[src/rtl/sram_axi_pkg.sv]
// Shared types and constants for the SRAM-to-AXI3 bridge: FSM state encodings,
// default transaction IDs and the fixed single-beat AXI attribute values.
package sram_axi_pkg;

    typedef enum logic [1:0] {
        R_IDLE = 2'd0,
        R_ADDR = 2'd1,
        R_DATA = 2'd2
    } rd_state_e;

    typedef enum logic [1:0] {
        W_IDLE = 2'd0,
        W_REQ  = 2'd1,
        W_RESP = 2'd2
    } wr_state_e;

    localparam logic [3:0] INST_ID_DEFAULT = 4'd0;
    localparam logic [3:0] DATA_ID_DEFAULT = 4'd1;

    localparam logic [7:0] AXI_LEN        = 8'd0;
    localparam logic [1:0] AXI_BURST_INCR = 2'b01;
    localparam logic [1:0] AXI_LOCK       = 2'b00;
    localparam logic [3:0] AXI_CACHE      = 4'd0;
    localparam logic [2:0] AXI_PROT       = 3'd0;

    // SRAM size encodes bytes as 2^size, which is exactly AXI's AxSIZE.
    function automatic logic [2:0] axi_size(input logic [1:0] sram_size);
        return {1'b0, sram_size};
    endfunction

endpackage

[src/rtl/axi_wr_ch.sv]
// Write channel of the SRAM-to-AXI3 bridge: accepts one data-port write, drives
// AW and W independently until both handshake, then waits for the B response.
module axi_wr_ch
    import sram_axi_pkg::*;
#(
    parameter logic [3:0] ID = DATA_ID_DEFAULT
) (
    input  logic        clk,
    input  logic        resetn,
    input  logic        req,
    input  logic [1:0]  req_size,
    input  logic [3:0]  req_wstrb,
    input  logic [31:0] req_addr,
    input  logic [31:0] req_wdata,
    output logic        addr_ok,
    output logic        data_ok,
    output logic        busy,
    output logic [31:0] pend_addr,
    output logic [3:0]  awid,
    output logic [31:0] awaddr,
    output logic [2:0]  awsize,
    output logic        awvalid,
    input  logic        awready,
    output logic [3:0]  wid,
    output logic [31:0] wdata,
    output logic [3:0]  wstrb,
    output logic        wlast,
    output logic        wvalid,
    input  logic        wready,
    input  logic        bvalid,
    output logic        bready
);

    wr_state_e   state_q, state_d;
    logic        aw_done_q, aw_done_d;
    logic        w_done_q, w_done_d;
    logic [31:0] addr_q, addr_d;
    logic [31:0] wdata_q, wdata_d;
    logic [3:0]  wstrb_q, wstrb_d;
    logic [1:0]  size_q, size_d;

    always_comb begin
        state_d   = state_q;
        aw_done_d = aw_done_q;
        w_done_d  = w_done_q;
        addr_d    = addr_q;
        wdata_d   = wdata_q;
        wstrb_d   = wstrb_q;
        size_d    = size_q;
        addr_ok   = 1'b0;
        data_ok   = 1'b0;
        awvalid   = 1'b0;
        wvalid    = 1'b0;
        bready    = 1'b0;
        case (state_q)
            W_IDLE: begin
                if (req && resetn) begin
                    addr_ok = 1'b1;
                    addr_d  = req_addr;
                    wdata_d = req_wdata;
                    wstrb_d = req_wstrb;
                    size_d  = req_size;
                    state_d = W_REQ;
                end
            end
            W_REQ: begin
                // AW and W may complete in either order or together.
                awvalid   = !aw_done_q;
                wvalid    = !w_done_q;
                aw_done_d = aw_done_q | awready;
                w_done_d  = w_done_q | wready;
                if (aw_done_d && w_done_d) begin
                    aw_done_d = 1'b0;
                    w_done_d  = 1'b0;
                    state_d   = W_RESP;
                end
            end
            W_RESP: begin
                bready = 1'b1;
                if (bvalid) begin
                    data_ok = 1'b1;
                    state_d = W_IDLE;
                end
            end
            default: state_d = W_IDLE;
        endcase
    end

    always_ff @(posedge clk or negedge resetn) begin
        if (!resetn) begin
            state_q   <= W_IDLE;
            aw_done_q <= 1'b0;
            w_done_q  <= 1'b0;
        end else begin
            state_q   <= state_d;
            aw_done_q <= aw_done_d;
            w_done_q  <= w_done_d;
        end
    end

    // Payload is only observed while a valid is high, so it carries no reset.
    always_ff @(posedge clk) begin
        addr_q  <= addr_d;
        wdata_q <= wdata_d;
        wstrb_q <= wstrb_d;
        size_q  <= size_d;
    end

    assign busy      = (state_q != W_IDLE);
    assign pend_addr = addr_q;
    assign awid      = ID;
    assign awaddr    = addr_q;
    assign awsize    = axi_size(size_q);
    assign wid       = ID;
    assign wdata     = wdata_q;
    assign wstrb     = wstrb_q;
    assign wlast     = 1'b1;

endmodule

[src/rtl/sram_axi_bridge.sv]
// Bridges the core's instruction and data SRAM-like ports onto one AXI3 master:
// one outstanding read (data port wins arbitration) and one outstanding write.
// Optional build macro BRIDGE_RAW_BLOCK_EN holds off data reads that hit a pending write word.
module sram_axi_bridge
    import sram_axi_pkg::*;
#(
    parameter logic [3:0] INST_ID = INST_ID_DEFAULT,
    parameter logic [3:0] DATA_ID = DATA_ID_DEFAULT
) (
    input  logic        clk,
    input  logic        resetn,

    input  logic        inst_sram_req,
    input  logic        inst_sram_wr,
    input  logic [1:0]  inst_sram_size,
    input  logic [3:0]  inst_sram_wstrb,
    input  logic [31:0] inst_sram_addr,
    input  logic [31:0] inst_sram_wdata,
    output logic        inst_sram_addr_ok,
    output logic        inst_sram_data_ok,
    output logic [31:0] inst_sram_rdata,

    input  logic        data_sram_req,
    input  logic        data_sram_wr,
    input  logic [1:0]  data_sram_size,
    input  logic [3:0]  data_sram_wstrb,
    input  logic [31:0] data_sram_addr,
    input  logic [31:0] data_sram_wdata,
    output logic        data_sram_addr_ok,
    output logic        data_sram_data_ok,
    output logic [31:0] data_sram_rdata,

    output logic [3:0]  arid,
    output logic [31:0] araddr,
    output logic [7:0]  arlen,
    output logic [2:0]  arsize,
    output logic [1:0]  arburst,
    output logic [1:0]  arlock,
    output logic [3:0]  arcache,
    output logic [2:0]  arprot,
    output logic        arvalid,
    input  logic        arready,

    input  logic [3:0]  rid,
    input  logic [31:0] rdata,
    input  logic [1:0]  rresp,
    input  logic        rlast,
    input  logic        rvalid,
    output logic        rready,

    output logic [3:0]  awid,
    output logic [31:0] awaddr,
    output logic [7:0]  awlen,
    output logic [2:0]  awsize,
    output logic [1:0]  awburst,
    output logic [1:0]  awlock,
    output logic [3:0]  awcache,
    output logic [2:0]  awprot,
    output logic        awvalid,
    input  logic        awready,

    output logic [3:0]  wid,
    output logic [31:0] wdata,
    output logic [3:0]  wstrb,
    output logic        wlast,
    output logic        wvalid,
    input  logic        wready,

    input  logic [3:0]  bid,
    input  logic [1:0]  bresp,
    input  logic        bvalid,
    output logic        bready
);

    rd_state_e   rd_state_q, rd_state_d;
    logic        owner_data_q, owner_data_d;
    logic [31:0] rd_addr_q, rd_addr_d;
    logic [1:0]  rd_size_q, rd_size_d;

    logic        data_rd_req, inst_rd_req, raw_hit;
    logic        rd_data_addr_ok, rd_inst_ok, rd_data_ok;
    logic        wr_req, wr_addr_ok, wr_data_ok, wr_busy;
    logic [31:0] wr_pend_addr;
    logic        unused_ok;

`ifdef BRIDGE_RAW_BLOCK_EN
    assign raw_hit   = wr_busy && (data_sram_addr[31:2] == wr_pend_addr[31:2]);
    assign unused_ok = ^{rid, rresp, rlast, bid, bresp, inst_sram_wstrb,
                         inst_sram_wdata, wr_pend_addr[1:0]};
`else
    // The slave is responsible for read-after-write ordering in this build.
    assign raw_hit   = 1'b0;
    assign unused_ok = ^{rid, rresp, rlast, bid, bresp, inst_sram_wstrb,
                         inst_sram_wdata, wr_busy, wr_pend_addr};
`endif

    assign data_rd_req = data_sram_req && !data_sram_wr && !raw_hit;
    assign inst_rd_req = inst_sram_req && !inst_sram_wr;
    assign wr_req      = data_sram_req && data_sram_wr;

    always_comb begin
        rd_state_d        = rd_state_q;
        owner_data_d      = owner_data_q;
        rd_addr_d         = rd_addr_q;
        rd_size_d         = rd_size_q;
        rd_data_addr_ok   = 1'b0;
        inst_sram_addr_ok = 1'b0;
        rd_inst_ok        = 1'b0;
        rd_data_ok        = 1'b0;
        arvalid           = 1'b0;
        rready            = 1'b0;
        case (rd_state_q)
            R_IDLE: begin
                if (resetn && data_rd_req) begin
                    rd_data_addr_ok = 1'b1;
                    owner_data_d    = 1'b1;
                    rd_addr_d       = data_sram_addr;
                    rd_size_d       = data_sram_size;
                    rd_state_d      = R_ADDR;
                end else if (resetn && inst_rd_req) begin
                    inst_sram_addr_ok = 1'b1;
                    owner_data_d      = 1'b0;
                    rd_addr_d         = inst_sram_addr;
                    rd_size_d         = inst_sram_size;
                    rd_state_d        = R_ADDR;
                end
            end
            R_ADDR: begin
                arvalid = 1'b1;
                if (arready) begin
                    rd_state_d = R_DATA;
                end
            end
            R_DATA: begin
                rready = 1'b1;
                // Routing follows the latched owner; rid is not decoded.
                if (rvalid) begin
                    rd_data_ok = owner_data_q;
                    rd_inst_ok = !owner_data_q;
                    rd_state_d = R_IDLE;
                end
            end
            default: rd_state_d = R_IDLE;
        endcase
    end

    always_ff @(posedge clk or negedge resetn) begin
        if (!resetn) begin
            rd_state_q   <= R_IDLE;
            owner_data_q <= 1'b0;
        end else begin
            rd_state_q   <= rd_state_d;
            owner_data_q <= owner_data_d;
        end
    end

    always_ff @(posedge clk) begin
        rd_addr_q <= rd_addr_d;
        rd_size_q <= rd_size_d;
    end

    axi_wr_ch #(
        .ID (DATA_ID)
    ) u_wr_ch (
        .clk       (clk),
        .resetn    (resetn),
        .req       (wr_req),
        .req_size  (data_sram_size),
        .req_wstrb (data_sram_wstrb),
        .req_addr  (data_sram_addr),
        .req_wdata (data_sram_wdata),
        .addr_ok   (wr_addr_ok),
        .data_ok   (wr_data_ok),
        .busy      (wr_busy),
        .pend_addr (wr_pend_addr),
        .awid      (awid),
        .awaddr    (awaddr),
        .awsize    (awsize),
        .awvalid   (awvalid),
        .awready   (awready),
        .wid       (wid),
        .wdata     (wdata),
        .wstrb     (wstrb),
        .wlast     (wlast),
        .wvalid    (wvalid),
        .wready    (wready),
        .bvalid    (bvalid),
        .bready    (bready)
    );

    assign inst_sram_data_ok = rd_inst_ok;
    assign inst_sram_rdata   = rd_inst_ok ? rdata : 32'd0;
    assign data_sram_addr_ok = rd_data_addr_ok | wr_addr_ok;
    assign data_sram_data_ok = rd_data_ok | wr_data_ok;
    assign data_sram_rdata   = rd_data_ok ? rdata : 32'd0;

    assign arid    = owner_data_q ? DATA_ID : INST_ID;
    assign araddr  = rd_addr_q;
    assign arsize  = axi_size(rd_size_q);
    assign arlen   = AXI_LEN;
    assign arburst = AXI_BURST_INCR;
    assign arlock  = AXI_LOCK;
    assign arcache = AXI_CACHE;
    assign arprot  = AXI_PROT;
    assign awlen   = AXI_LEN;
    assign awburst = AXI_BURST_INCR;
    assign awlock  = AXI_LOCK;
    assign awcache = AXI_CACHE;
    assign awprot  = AXI_PROT;

endmodule

[config.mk]
export PLATFORM = sky130hd
export DESIGN_NAME = sram_axi_bridge
export DESIGN_NICKNAME = d
export VERILOG_FILES = /design/src/rtl/sram_axi_pkg.sv /design/src/rtl/axi_wr_ch.sv /design/src/rtl/sram_axi_bridge.sv
export SDC_FILE = /design/constraint.sdc
export NUM_CORES = 1
export LEC_CHECK = 0
export BUFFER_PORTS_ARGS = -buffer_cell sky130_fd_sc_hd__buf_2
export CORE_AREA = 2 2 164 166
export DETAILED_ROUTE_END_ITERATION = 16
export DIE_AREA = 0 0 166 168
export PLACE_DENSITY = 0.44
export SYNTH_ARGS = -nofsm -noshare
export SYNTH_HDL_FRONTEND = slang
export SYNTH_SLANG_ARGS = --single-unit
[constraint.sdc]
create_clock -name clk -period 3.2 [get_ports clk]
set_clock_uncertainty 0.15 [all_clocks]
set_input_delay 0.16 -clock clk [delete_from_list [all_inputs] [get_ports clk]]
set_output_delay 0.16 -clock clk [all_outputs]
set_load 0.05 [all_outputs]
# Word-level counts from Yosys, hierarchy flattened
# Index checks and enable logic that the tools add are counted.
[totals]
input_bits = 196
elab_cells = 82
reg_bits = 111
out_inout_bits = 230
[classes]
mux = 38
bitwise_logic = 4
eq_ne = 10
n_reduce_logical = 19
[op_table]
columns = ["cell", "count"]
rows = [
  ["$mux 32", 4],
  ["$mux 1", 23],
  ["$mux 2", 9],
  ["$pmux 2 s3", 2],
  ["$logic_and 1x1->1", 7],
  ["$ne 2x2->1 const B", 3],
  ["$reduce_and 3->1", 2],
  ["$logic_not 1->1", 5],
  ["$eq 2x1->1 const B", 2],
  ["$eq 2x2->1 const B", 2],
  ["$logic_not 2->1", 2],
  ["$ne 2x1->1 const B", 2],
  ["$or 1x1->1", 4],
  ["$reduce_and 2->1", 2],
  ["$ne 3x3->1 const B", 1],
  ["$reduce_bool 2->1", 1],
]

# Longest topological paths before layout
# Gate-level depths: netlist of run 1.
[depth]
depth_word = 6
depth_mapped = 4

# Hierarchy
# A second synthesis of run 1 with hierarchy kept.
[unflattened]
cells_unflattened = 344
area_unflattened_um2 = 5098.6
[modules_own_cells]
columns = ["mod", "area_each_um2", "seq_area_each_um2", "cells_each", "instances"]
rows = [
  ["axi_wr_ch", 2661.3, 2202.1, 137, 1],
  ["sram_axi_bridge", 2437.3, 1096.1, 207, 1],
]

# Least setup slack after synthesis of run 1
# Ideal clock, no wire load.
[synth_path]
path_type = "register -> register"
startpoint = "register u_wr_ch.state_q[0]"
endpoint = "register u_wr_ch.addr_q[0] (netlist: u_wr_ch.awaddr[0]), enable pin"
slack_ns = 0.315
path_stages_with_launch = 3
path_buffers = 0
arrival_time_ns = 2.312
period_less_slack_ns = 2.885
path_cell_list = "dfrtp_1 > or4b_1 > inv_1"
[synth_via]
elab_chain_cells = 2
[synth_rtl]
columns = ["element", "line", "rtl"]
rows = [
  ["start, declared", "axi_wr_ch.sv:34", "wr_state_e state_q, state_d;"],
  ["start signal, assigned", "axi_wr_ch.sv:95", "state_q <= state_d;"],
  ["$logic_not 2->1", "axi_wr_ch.sv:55", "case (state_q)"],
  ["$reduce_and 2->1 (no line)", "n/a", ""],
  ["end signal, assigned", "axi_wr_ch.sv:103", "addr_q <= addr_d;"],
  ["end, declared", "axi_wr_ch.sv:37", "logic [31:0] addr_q, addr_d;"],
]
# No other way between the ends.
# A chain may end at the register's enable or synchronous reset.

# Final worst setup path of run 1
[layout_path]
startpoint = "input resetn"
endpoint = "register u_wr_ch.wdata_q[6] (netlist: u_wr_ch.wdata[6]), enable pin"
[layout_via]
elab_chain_cells = 2
[layout_rtl]
columns = ["element", "line", "rtl"]
rows = [
  ["start, declared", "sram_axi_bridge.sv:11", "input logic resetn,"],
  ["$logic_and 1x1->1", "axi_wr_ch.sv:57", "if (req && resetn) begin"],
  ["$reduce_and 2->1 (no line)", "n/a", ""],
  ["end signal, assigned", "axi_wr_ch.sv:104", "wdata_q <= wdata_d;"],
  ["end, declared", "axi_wr_ch.sv:38", "logic [31:0] wdata_q, wdata_d;"],
]
# No other way between the ends.

==> results.md, run 1 <==
- The flow ran to the end, and the final reports show no timing, DRC or antenna violations.
- Summed over all nets, the half-perimeter wirelength after detailed placement is 11500 µm.
- The global route total overflow is 0.
- In this run the power density over the cells is 526 nW/µm².
- At the end of routability-driven placement, the weighted congestion stood at 0.735.
- Of the total power, the share spent switching nets is 0.362.
- The count of flip-flops with a built-in enable after synthesis is 104.
- Setup slack closes at 740 ps.
- In the final timing run, aggregate negative setup slack is 0 ps.
- The total routed wirelength is 15500 µm.
- After detailed routing, the number of remaining DRC violations is 0.
- The fraction of power consumed by sequential logic is 0.418.
- The count of unique library cells instantiated by Yosys is 25.
- Of the synthesized area, sequential elements account for 0.689.
- The first global-routing pass estimated 23400 µm of wire.
- The Yosys warning count is 0.
- The number of cells on the worst reg-to-reg path is 3.
- The clock latency at the later pin of the worst-skew pair is 350 ps.
- In this run the remaining antenna-violating nets after routing total 0.
- After floorplanning, the core was sized to cover 26400 µm².
- The final route contains 3938 vias.
- Across every metal layer, demand over resource in global routing totals 0.110.
- The die covers 27900 µm².
- The register clock-pin slew on the reported worst setup and hold paths is 80 ps.
- The buffer count from post-CTS setup fixing is 0.
- TritonCTS created 9 clock buffers.
- The portion of total power attributed to combinational logic is 0.293.
- Setup repair after global routing left no endpoint under its margin.
- The total leakage power is 0.00375 µW.
- The tightest slew margin relative to the limit is 0.610.
- The pre-CTS setup slack is 866 ps.
- The final-layout fill cell count is 2705.
- The ratio of final minimum period to clock period is 0.769.
- Summing all multi-input logic gate instances after layout gives 1200 µm².
- The min-delay analysis places its worst path in the category in2reg.
- Max-cap violations in this run came to 0.
- The synthesized area per cell is 15.4 µm².
- Overall power consumption after layout is estimated at 4270 µW.
- The highest cell delay on the worst timing path is 580 ps.
- In this run, the number of DRC markers left after iteration 0 of detailed routing was 149.
- The slack of the worst reg-to-reg path is 1010 ps.
- The share of final-layout standard cells stronger than drive strength 1 is 0.471.
- The detail-routed net length per standard cell is 14.1 µm.
- The number of max-slew violations in the final report is 0.
- The number of antenna violations at the first check in global routing was 0.
- The maximum operating frequency is 407 MHz.
- The number of antenna cells inserted is 0.
- For the pin with the worst max-slew slack, the measured transition is 585 ps.
- The die boundary height is 168 µm.
- Of all nets on the critical path, the largest fanout is 25.
- Summed over all nets, the switching power comes to 1540 µW.
- In this run the critical register-to-register path is launched from u_wr_ch.state_q[0]$_DFFE_PN0P_.
- The largest individual stage delay along the critical path comes from the cell sky130_fd_sc_hd__or4b_1.
- Walking the worst path, the cells encountered are dlygate4sd3_1, buf_2, nand2_1, or4b_1, clkinv_2, buf_12.
- The I/O pin total is 426.
- The final hold violation count is 0.
- The most used flip-flop cell after synthesis is sky130_fd_sc_hd__edfxtp_1.
- The net count of the finished layout is 949.
- The kind of cell adding the most delay to the critical path is buffers and inverters.
- The number of cells traversed by the worst hold path is 3.
- The tree is rooted in a sky130_fd_sc_hd__clkbuf_16.
- After synthesis, the share of flip-flops with an asynchronous set or reset is 0.0631.
- After synthesis, the cell types taking the most area are sky130_fd_sc_hd__edfxtp_1 (65%), sky130_fd_sc_hd__and2_1 (8.4%), sky130_fd_sc_hd__buf_4 (8.3%), sky130_fd_sc_hd__mux2_1 (7.1%), sky130_fd_sc_hd__dfrtp_1 (3.7%).
- Final hold analysis gives a worst-case slack of 33.6 ps.
- The H-tree generated during clock tree synthesis spans 3 levels.
- For this design, the sink count on the clock tree is 111.
- Counting flops and latches in the post-synthesis netlist gives 111.
- The startpoint class of the critical path is an input port.
- The launch point of the worst path is resetn.
- The biggest area contributor in the post-synthesis netlist is sky130_fd_sc_hd__edfxtp_1.
- Summing all flip-flop and latch instances after layout gives 3300 µm².
- The number of buffers and inverters on the critical path is 4.
- The worst hold path begins at data_sram_wr.
- The worst endpoint data arrival time is 2360 ps.
- For this configuration, the core starts out at a cell density of 0.182.
- The cell area after synthesis is 4790 µm².
- The worst register-to-register path ends at u_wr_ch.wdata[6]$_DFFE_PP_.
- The cell count after synthesis came out at 311.
- The worst supply voltage drop on vdd is 0.250 mV.
- In the routed layout, each cell is associated on average with a via count of 3.58.
- In this run the core area contains 60 standard-cell rows.
- The share of the synthesized area in the top cell type is 0.653.
- The worst setup path is captured at a flip-flop.
- Of the total power, the clock network draws 0.290.
- The final critical path time including I/O delays and setup is 2460 ps.
- Internal power comes to 2720 µW.
- The clock tree from TritonCTS is yes.
- The area growth from synthesis to layout is 69.4%.
- The most common cell in the synthesized netlist is sky130_fd_sc_hd__edfxtp_1.
- The maximum number of pins on one net before global-route repair is 35.
- The deepest clock path buffer count is 2.
- The pre-antenna-repair detailed-routing pass consisted of 3 iterations.
- The commonest cells after synthesis are sky130_fd_sc_hd__edfxtp_1 (104), sky130_fd_sc_hd__and2_1 (64), sky130_fd_sc_hd__buf_4 (53), sky130_fd_sc_hd__mux2_1 (30), sky130_fd_sc_hd__nor2_1 (13).
- The die is 166 µm wide.
- The number of setup violations in the final report is 0.
- The path with the worst hold slack has its endpoint at owner_data_q$_DFFE_PN0P_.
- Leaving out filler cells and counting taps, the final layout contains 1099.
- The number of global-route vias before repair was 4086.
- At the worst endpoint, the required time is 3100 ps.
- The critical path is of the in2reg type.
- Once placement completed, the tool counted placed cells totaling 972.
- The number of buffer cells added on primary ports is 324.
==> what timing repair did <==
action | 4_1_cts | 5_1_grt
hold endpoints to repair | 116 | 0
hold buffers | 111 | 0
resized for setup | 0 | 0
==> through the flow <==
stage | utilization | cell area (µm²)
2_1_floorplan | - | 4970
3_3_place_gp | 0.253 | 6660
3_5_place_dp | 0.253 | 6660
4_1_cts | 0.308 | 8110
5_1_grt | 0.308 | 8110
6_report | 0.308 | 8110
==> power by group through the flow <==
stage / clock (µW) / sequential [µW] / combinational, µW
final: 1240 / 1780 / 1250
after global routing: 1350 / 1800 / 1320
after CTS: 1300 / 1780 / 1260
after detailed placement: 0 / 1820 / 1140
after global placement: 0 / 1810 / 1150
after floorplan: 0 / 2100 / 588
==> worst reg2reg max path: stages (launching register included) <==
cell and delay, ps:
sky130_fd_sc_hd__dfrtp_1 410, sky130_fd_sc_hd__or4b_1 590, sky130_fd_sc_hd__clkinv_2 420, sky130_fd_sc_hd__buf_12 290
==> worst max path at each step <==
stage | to | slack (ps) | cells after the start
2_1_floorplan | u_wr_ch.awaddr[0]$_DFFE_PP_ | 310 | 2
5_1_grt | u_wr_ch.wdata[6]$_DFFE_PP_ | 620 | 6
4_1_cts | u_wr_ch.awaddr[15]$_DFFE_PP_ | 730 | 6
3_3_place_gp | u_wr_ch.wdata[0]$_DFFE_PP_ | 890 | 5
3_5_place_dp | u_wr_ch.wdata[1]$_DFFE_PP_ | 870 | 5
6_report | u_wr_ch.wdata[6]$_DFFE_PP_ | 740 | 6
==> state kept, by name, summed over array words and instances (netlist names), 2 cells and up <==
signal and flops:
araddr 32, rd_size_q 2, rd_state_q 2, u_wr_ch.awaddr 32
u_wr_ch.size_q 2, u_wr_ch.state_q 2, u_wr_ch.wdata 32, u_wr_ch.wstrb 4
==> layout make-up <==
cell class                 instances  share of cell area
clock buffer                       9              0.0278
sequential                       111               0.407
tap                              341              0.0526
multi-input combinational        184               0.148
inverter                           4             0.00201
timing repair buffer             443               0.349
clock inverter                     7              0.0136
==> layer usage <==
layer  vias to the layer above  track usage  wire, µm
met5                         -            0         0
met4                         0       0.0340       277
met3                        12       0.0299      1240
met2                       256        0.202      7850
met1                      1804        0.123      6140
li1                       1866            -         -
==> cells by family after synthesis <==
logic type / Yosys count / synth area share
AO/OA/AOI/OAI: 8 / 0.0120
AND/OR/NAND/NOR: 90 / 0.118
multiplexers: 34 / 0.0800
other: 2 / 0.00157
buffers and inverters: 66 / 0.0996
flip-flops: 111 / 0.689
==> cells in the final DEF (no fill, tap or decap), drive strengths merged <==
cell type and count:
a21o 1, a21oi 2, a22o 3, and2 64, and3 1, buf 332, bufinv 1, clkbuf 9
clkinv 4, conb 52, dfrtp 7, dlygate4sd3 111, edfxtp 104, inv 6, mux2 34, nand2 3
nand2b 2, nand3b 1, nand4b 1, nor2 13, nor2b 3, nor3b 1, o21ai 1, o311ai 1
or4b 1
Note: power is estimated with default switching activity, not from simulation.
==> run 2, diff against run 1 <==
ABC_AREA = 1   (was not set)
clock period = 2.4 ns   (was 3.2 ns; I/O delays follow)
==> run 2 against run 1 <==
Against the previous run: flip-flop and latch count did not move; sequential power rose by 37%; largest cell class unchanged; synthesized cell count rose by 38%; critical path depth fell by 2; register-to-register slack got worse by 390 ps; die area did not move; design area fell by 0.28%; highest routed layer unchanged; sequential share of layout area rose by 0.11 points; combinational power rose by 58%; clock power rose by 31%; via count rose by 8.9%.
==> results.md, run 2 <==
- The internal power component was 3600 µW (was 2720 µW).
- The global route total overflow is 0 (unchanged).
- The net total in the final layout is 1066 (was 949).
- The buffer and inverter count on the worst path was 1 (was 4).
- The startpoint of the tightest hold check path is inst_sram_req (was data_sram_wr).
- The weighted congestion reported at the end of routability-driven placement came to 0.738 (was 0.735).
- Commonest cells in the synthesized netlist: sky130_fd_sc_hd__nand2_1 (115), sky130_fd_sc_hd__edfxtp_1 (104), sky130_fd_sc_hd__nor2_1 (75), sky130_fd_sc_hd__buf_4 (56), sky130_fd_sc_hd__inv_1 (44) (was sky130_fd_sc_hd__edfxtp_1 (104), sky130_fd_sc_hd__and2_1 (64), sky130_fd_sc_hd__buf_4 (53), sky130_fd_sc_hd__mux2_1 (30), sky130_fd_sc_hd__nor2_1 (13)).
- The highest cell delay on the worst timing path is 440 ps (was 580 ps).
- The number of max-slew violations in the final report is 0 (unchanged).
- The worst supply voltage drop on vdd is 0.496 mV (was 0.250 mV).
- The number of antenna cells inserted was 0 (unchanged).
- The class of the tightest hold or removal check is in2reg (unchanged).
- The area of the die is 27900 µm² (unchanged).
- The proportion of power drawn by the clock network is 0.269 (was 0.290).
- The pre-CTS setup slack was 602 ps (was 866 ps).
- The launch point of the worst path is rd_state_q[0]$_DFFE_PN0P_ (was resetn).
- The number of buffer cells added on primary ports was 324 (unchanged).
- The most used standard cell by instance count after synthesis is sky130_fd_sc_hd__nand2_1 (was sky130_fd_sc_hd__edfxtp_1).
- The fraction of power consumed by sequential logic is 0.404 (was 0.418).
- Cells along the critical path: nor2_4, nand3_4, nor2_1, buf_2 (was dlygate4sd3_1, buf_2, nand2_1, or4b_1, clkinv_2, buf_12).
- The dominant cell type by area after synthesis is sky130_fd_sc_hd__edfxtp_1 (unchanged).
- The share of synthesized flip-flops with an asynchronous set or reset came to 0.0631 (unchanged).
- The clock tree from TritonCTS is yes (unchanged).
- The final worst slack was 256 ps (was 740 ps).
- The leading cell type in the layout, fill and taps excluded is sky130_fd_sc_hd__buf_2 (unchanged).
- The clock latency at the later pin of the worst-skew pair is 360 ps (was 350 ps).
- The maximum number of pins on one net before global-route repair is 57 (was 35).
- The total vias in the final route is 4290 (was 3938).
- The overall global routing resource usage is 0.113 (was 0.110).
- The global-route wire length before repair is 24400 µm (was 23400 µm).
- The remaining number of nets flagged by the antenna check after routing came to 0 (unchanged).
- The Yosys warning count is 0 (unchanged).
- The worst endpoint data arrival time is 1870 ps (was 2360 ps).
- The slowest library cell on the worst path is sky130_fd_sc_hd__dfrtp_1 (was sky130_fd_sc_hd__or4b_1).
- The maximum fanout along the worst path is 33 (was 25).
- The overall die width is 166 µm (unchanged).
- The number of remaining DRC errors came to 0 (unchanged).
- The sequential fraction of the synthesis area is 0.683 (was 0.689).
- The capturing element type of the critical path is an output port (was flip-flop).
- Setup repair after global routing missed its margin: false (unchanged).
- The maximum level of the CTS H-tree is 3 (unchanged).
- The ratio of routed vias to standard cells came to 3.53 (was 3.58).
- The CTS sink count is 111 (unchanged).
- The total routed wirelength was 16500 µm (was 15500 µm).
- The final hold violation count is 0 (unchanged).
- The flip-flop cell with the highest count after synthesis is sky130_fd_sc_hd__edfxtp_1 (unchanged).
- The starting utilization of the core area came to 0.183 (was 0.182).
- The count of unique library cells instantiated by Yosys came to 19 (was 25).
- The I/O pin total came to 426 (unchanged).
- The number of antenna violations at the first check in global routing is 0 (unchanged).
- The number of global-route vias before repair was 4231 (was 4086).
- The critical path class is reg2out (was in2reg).
- The power density over the cells is 748 nW/µm² (was 526 nW/µm²).
- The row count is 60 (unchanged).
- The startpoint class of the critical path is a flip-flop (was input port).
- The setup TNS is 0 ps (unchanged).
- The synthesized area per cell is 11.2 µm² (was 15.4 µm²).
- Most used cells in the layout excluding fill and tap cells: sky130_fd_sc_hd__buf_2 (324), sky130_fd_sc_hd__nand2_1 (114), sky130_fd_sc_hd__dlygate4sd3_1 (112) (was sky130_fd_sc_hd__buf_2 (324), sky130_fd_sc_hd__dlygate4sd3_1 (111), sky130_fd_sc_hd__edfxtp_1 (104)).
- The share of the synthesized area in the top cell type is 0.647 (was 0.653).
- The kind of cell adding the most delay to the critical path is simple AND/OR/NAND/NOR gates (was buffers and inverters).
- The cell area after synthesis came to 4830 µm² (was 4790 µm²).
- The register clock-pin slew on the reported worst setup and hold paths was 90 ps (was 80 ps).
- The deepest clock path buffer count came to 2 (unchanged).
- The switching power total is 2440 µW (was 1540 µW).
- The CTS buffer count was 9 (unchanged).
- The total leakage power was 0.00405 µW (was 0.00375 µW).
- The count of TritonRoute iterations in the first routing pass is 4 (was 3).
- The detail-routed net length per standard cell is 13.6 µm (was 14.1 µm).
- The proportion of total power due to net switching came to 0.404 (was 0.362).
- The HPWL reported at the end of detailed placement is 12000 µm (was 11500 µm).
- The clock tree root buffer cell is sky130_fd_sc_hd__clkbuf_16 (unchanged).
- The final critical path time including I/O delays and setup is 2140 ps.
- The worst hold slack is 42.3 ps (was 33.6 ps).
- The number of instances in the synthesized netlist came to 430 (was 311).
- The synthesis-to-finish area growth is 67.5% (was 69.4%).
- Static timing analysis puts the maximum clock frequency at 466 MHz.
- The number of setup violations in the final report came to 0 (unchanged).
- The flip-flop and latch count after synthesis is 111 (unchanged).
- The die boundary height is 168 µm (unchanged).
- Cell types occupying the most area after synthesis: sky130_fd_sc_hd__edfxtp_1 (65%), sky130_fd_sc_hd__nand2_1 (8.9%), sky130_fd_sc_hd__buf_4 (8.7%), sky130_fd_sc_hd__nor2_1 (5.8%), sky130_fd_sc_hd__dfrtp_1 (3.6%) (was sky130_fd_sc_hd__edfxtp_1 (65%), sky130_fd_sc_hd__and2_1 (8.4%), sky130_fd_sc_hd__buf_4 (8.3%), sky130_fd_sc_hd__mux2_1 (7.1%), sky130_fd_sc_hd__dfrtp_1 (3.7%)).
- The share of final-layout standard cells stronger than drive strength 1 is 0.407 (was 0.471).
- The count of flip-flops with a built-in enable after synthesis is 104 (unchanged).
- Status: complete, no violations (unchanged).
- The core outline area is 26400 µm² (unchanged).
- The portion of total power attributed to combinational logic was 0.328 (was 0.293).
- The required time at the endpoint of the critical path was 2130 ps (was 3100 ps).
- The number of maximum-capacitance constraint violations is 0 (unchanged).
- The start of the worst register-to-register path is rd_state_q[0]$_DFFE_PN0P_ (was u_wr_ch.state_q[0]$_DFFE_PN0P_).
- The ratio of final minimum period to clock period is 0.893.
- The initial detailed-routing violation count is 258 (was 149).
==> run 2: power groups by stage <==
stage	sequential, µW	combinational (µW)	clock (µW)
after floorplan	2990	934	0
after global placement	2490	1840	0
after detailed placement	2490	1850	0
after CTS	2450	2010	1690
after global routing	2470	2100	1760
final	2440	1980	1620
==> run 2: logic make-up (layout without fill, tap and decap cells) <==
family,after synthesis,count (layout),synth area share
AO/OA/AOI/OAI,5,5,0.00648
buffers and inverters,111,506,0.139
flip-flops,111,111,0.683
other,2,52,0.00156
AND/OR/NAND/NOR,201,201,0.169
==> run 2: worst reg2reg max path, cell delays in order, from the launching register on <==
cell and delay [ps]:
sky130_fd_sc_hd__dfrtp_1 440, sky130_fd_sc_hd__nor2_1 190, sky130_fd_sc_hd__nand4_1 230, sky130_fd_sc_hd__nand2_2 130, sky130_fd_sc_hd__buf_4 310
==> run 2: repair_timing <==
| item | 4_1_cts | 5_1_grt |
|---|---|---|
| endpoints found under the hold margin | 117 | 0 |
| buffers inserted | 0 | 0 |
| hold buffers | 112 | 0 |
| gates resized for setup | 0 | 0 |
==> run 2: cell type report <==
class	instances	area, µm²
well taps	341	427
multi-input cells	258	1050
repair buffers	444	2820
clock buffers	9	225
inverters	46	176
clock inverters	7	96.3
fillers	2773	18300
flip-flops and latches	111	3300
==> run 2: routing by layer <==
metal	wire [µm]	GRT usage	vias to the layer above
li1	-	-	2139
met1	7270	0.144	1937
met2	8010	0.192	198
met3	1050	0.0291	16
met4	198	0.0306	0
met5	0	0	-
==> run 2: worst paths after layout <==
kind / end / slack, ps / cells after the start
worst min-delay path: rd_state_q[1]$_DFFE_PN0P_ / 40 / 5
min in group asynchronous: u_wr_ch.aw_done_q$_DFFE_PN0N_ / 170 / 3
worst max register to register: rd_size_q[0]$_DFFE_PP_ / 620 / 4
max in group asynchronous: u_wr_ch.state_q[0]$_DFFE_PN0P_ / 1390 / 3
worst max-delay path: inst_sram_rdata[13] / 260 / 4
worst min register to register: u_wr_ch.aw_done_q$_DFFE_PN0N_ / 400 / 2
==> run 2: metrics by stage <==
step	util	cells	instance area [µm²]	total power, µW
3_3_place_gp	0.252	1088	6640	4330
5_1_grt	0.307	1216	8090	6330
2_1_floorplan	-	480	5020	3920
6_report	0.307	1216	8090	6050
3_5_place_dp	0.252	1088	6640	4340
4_1_cts	0.307	1216	8090	6150
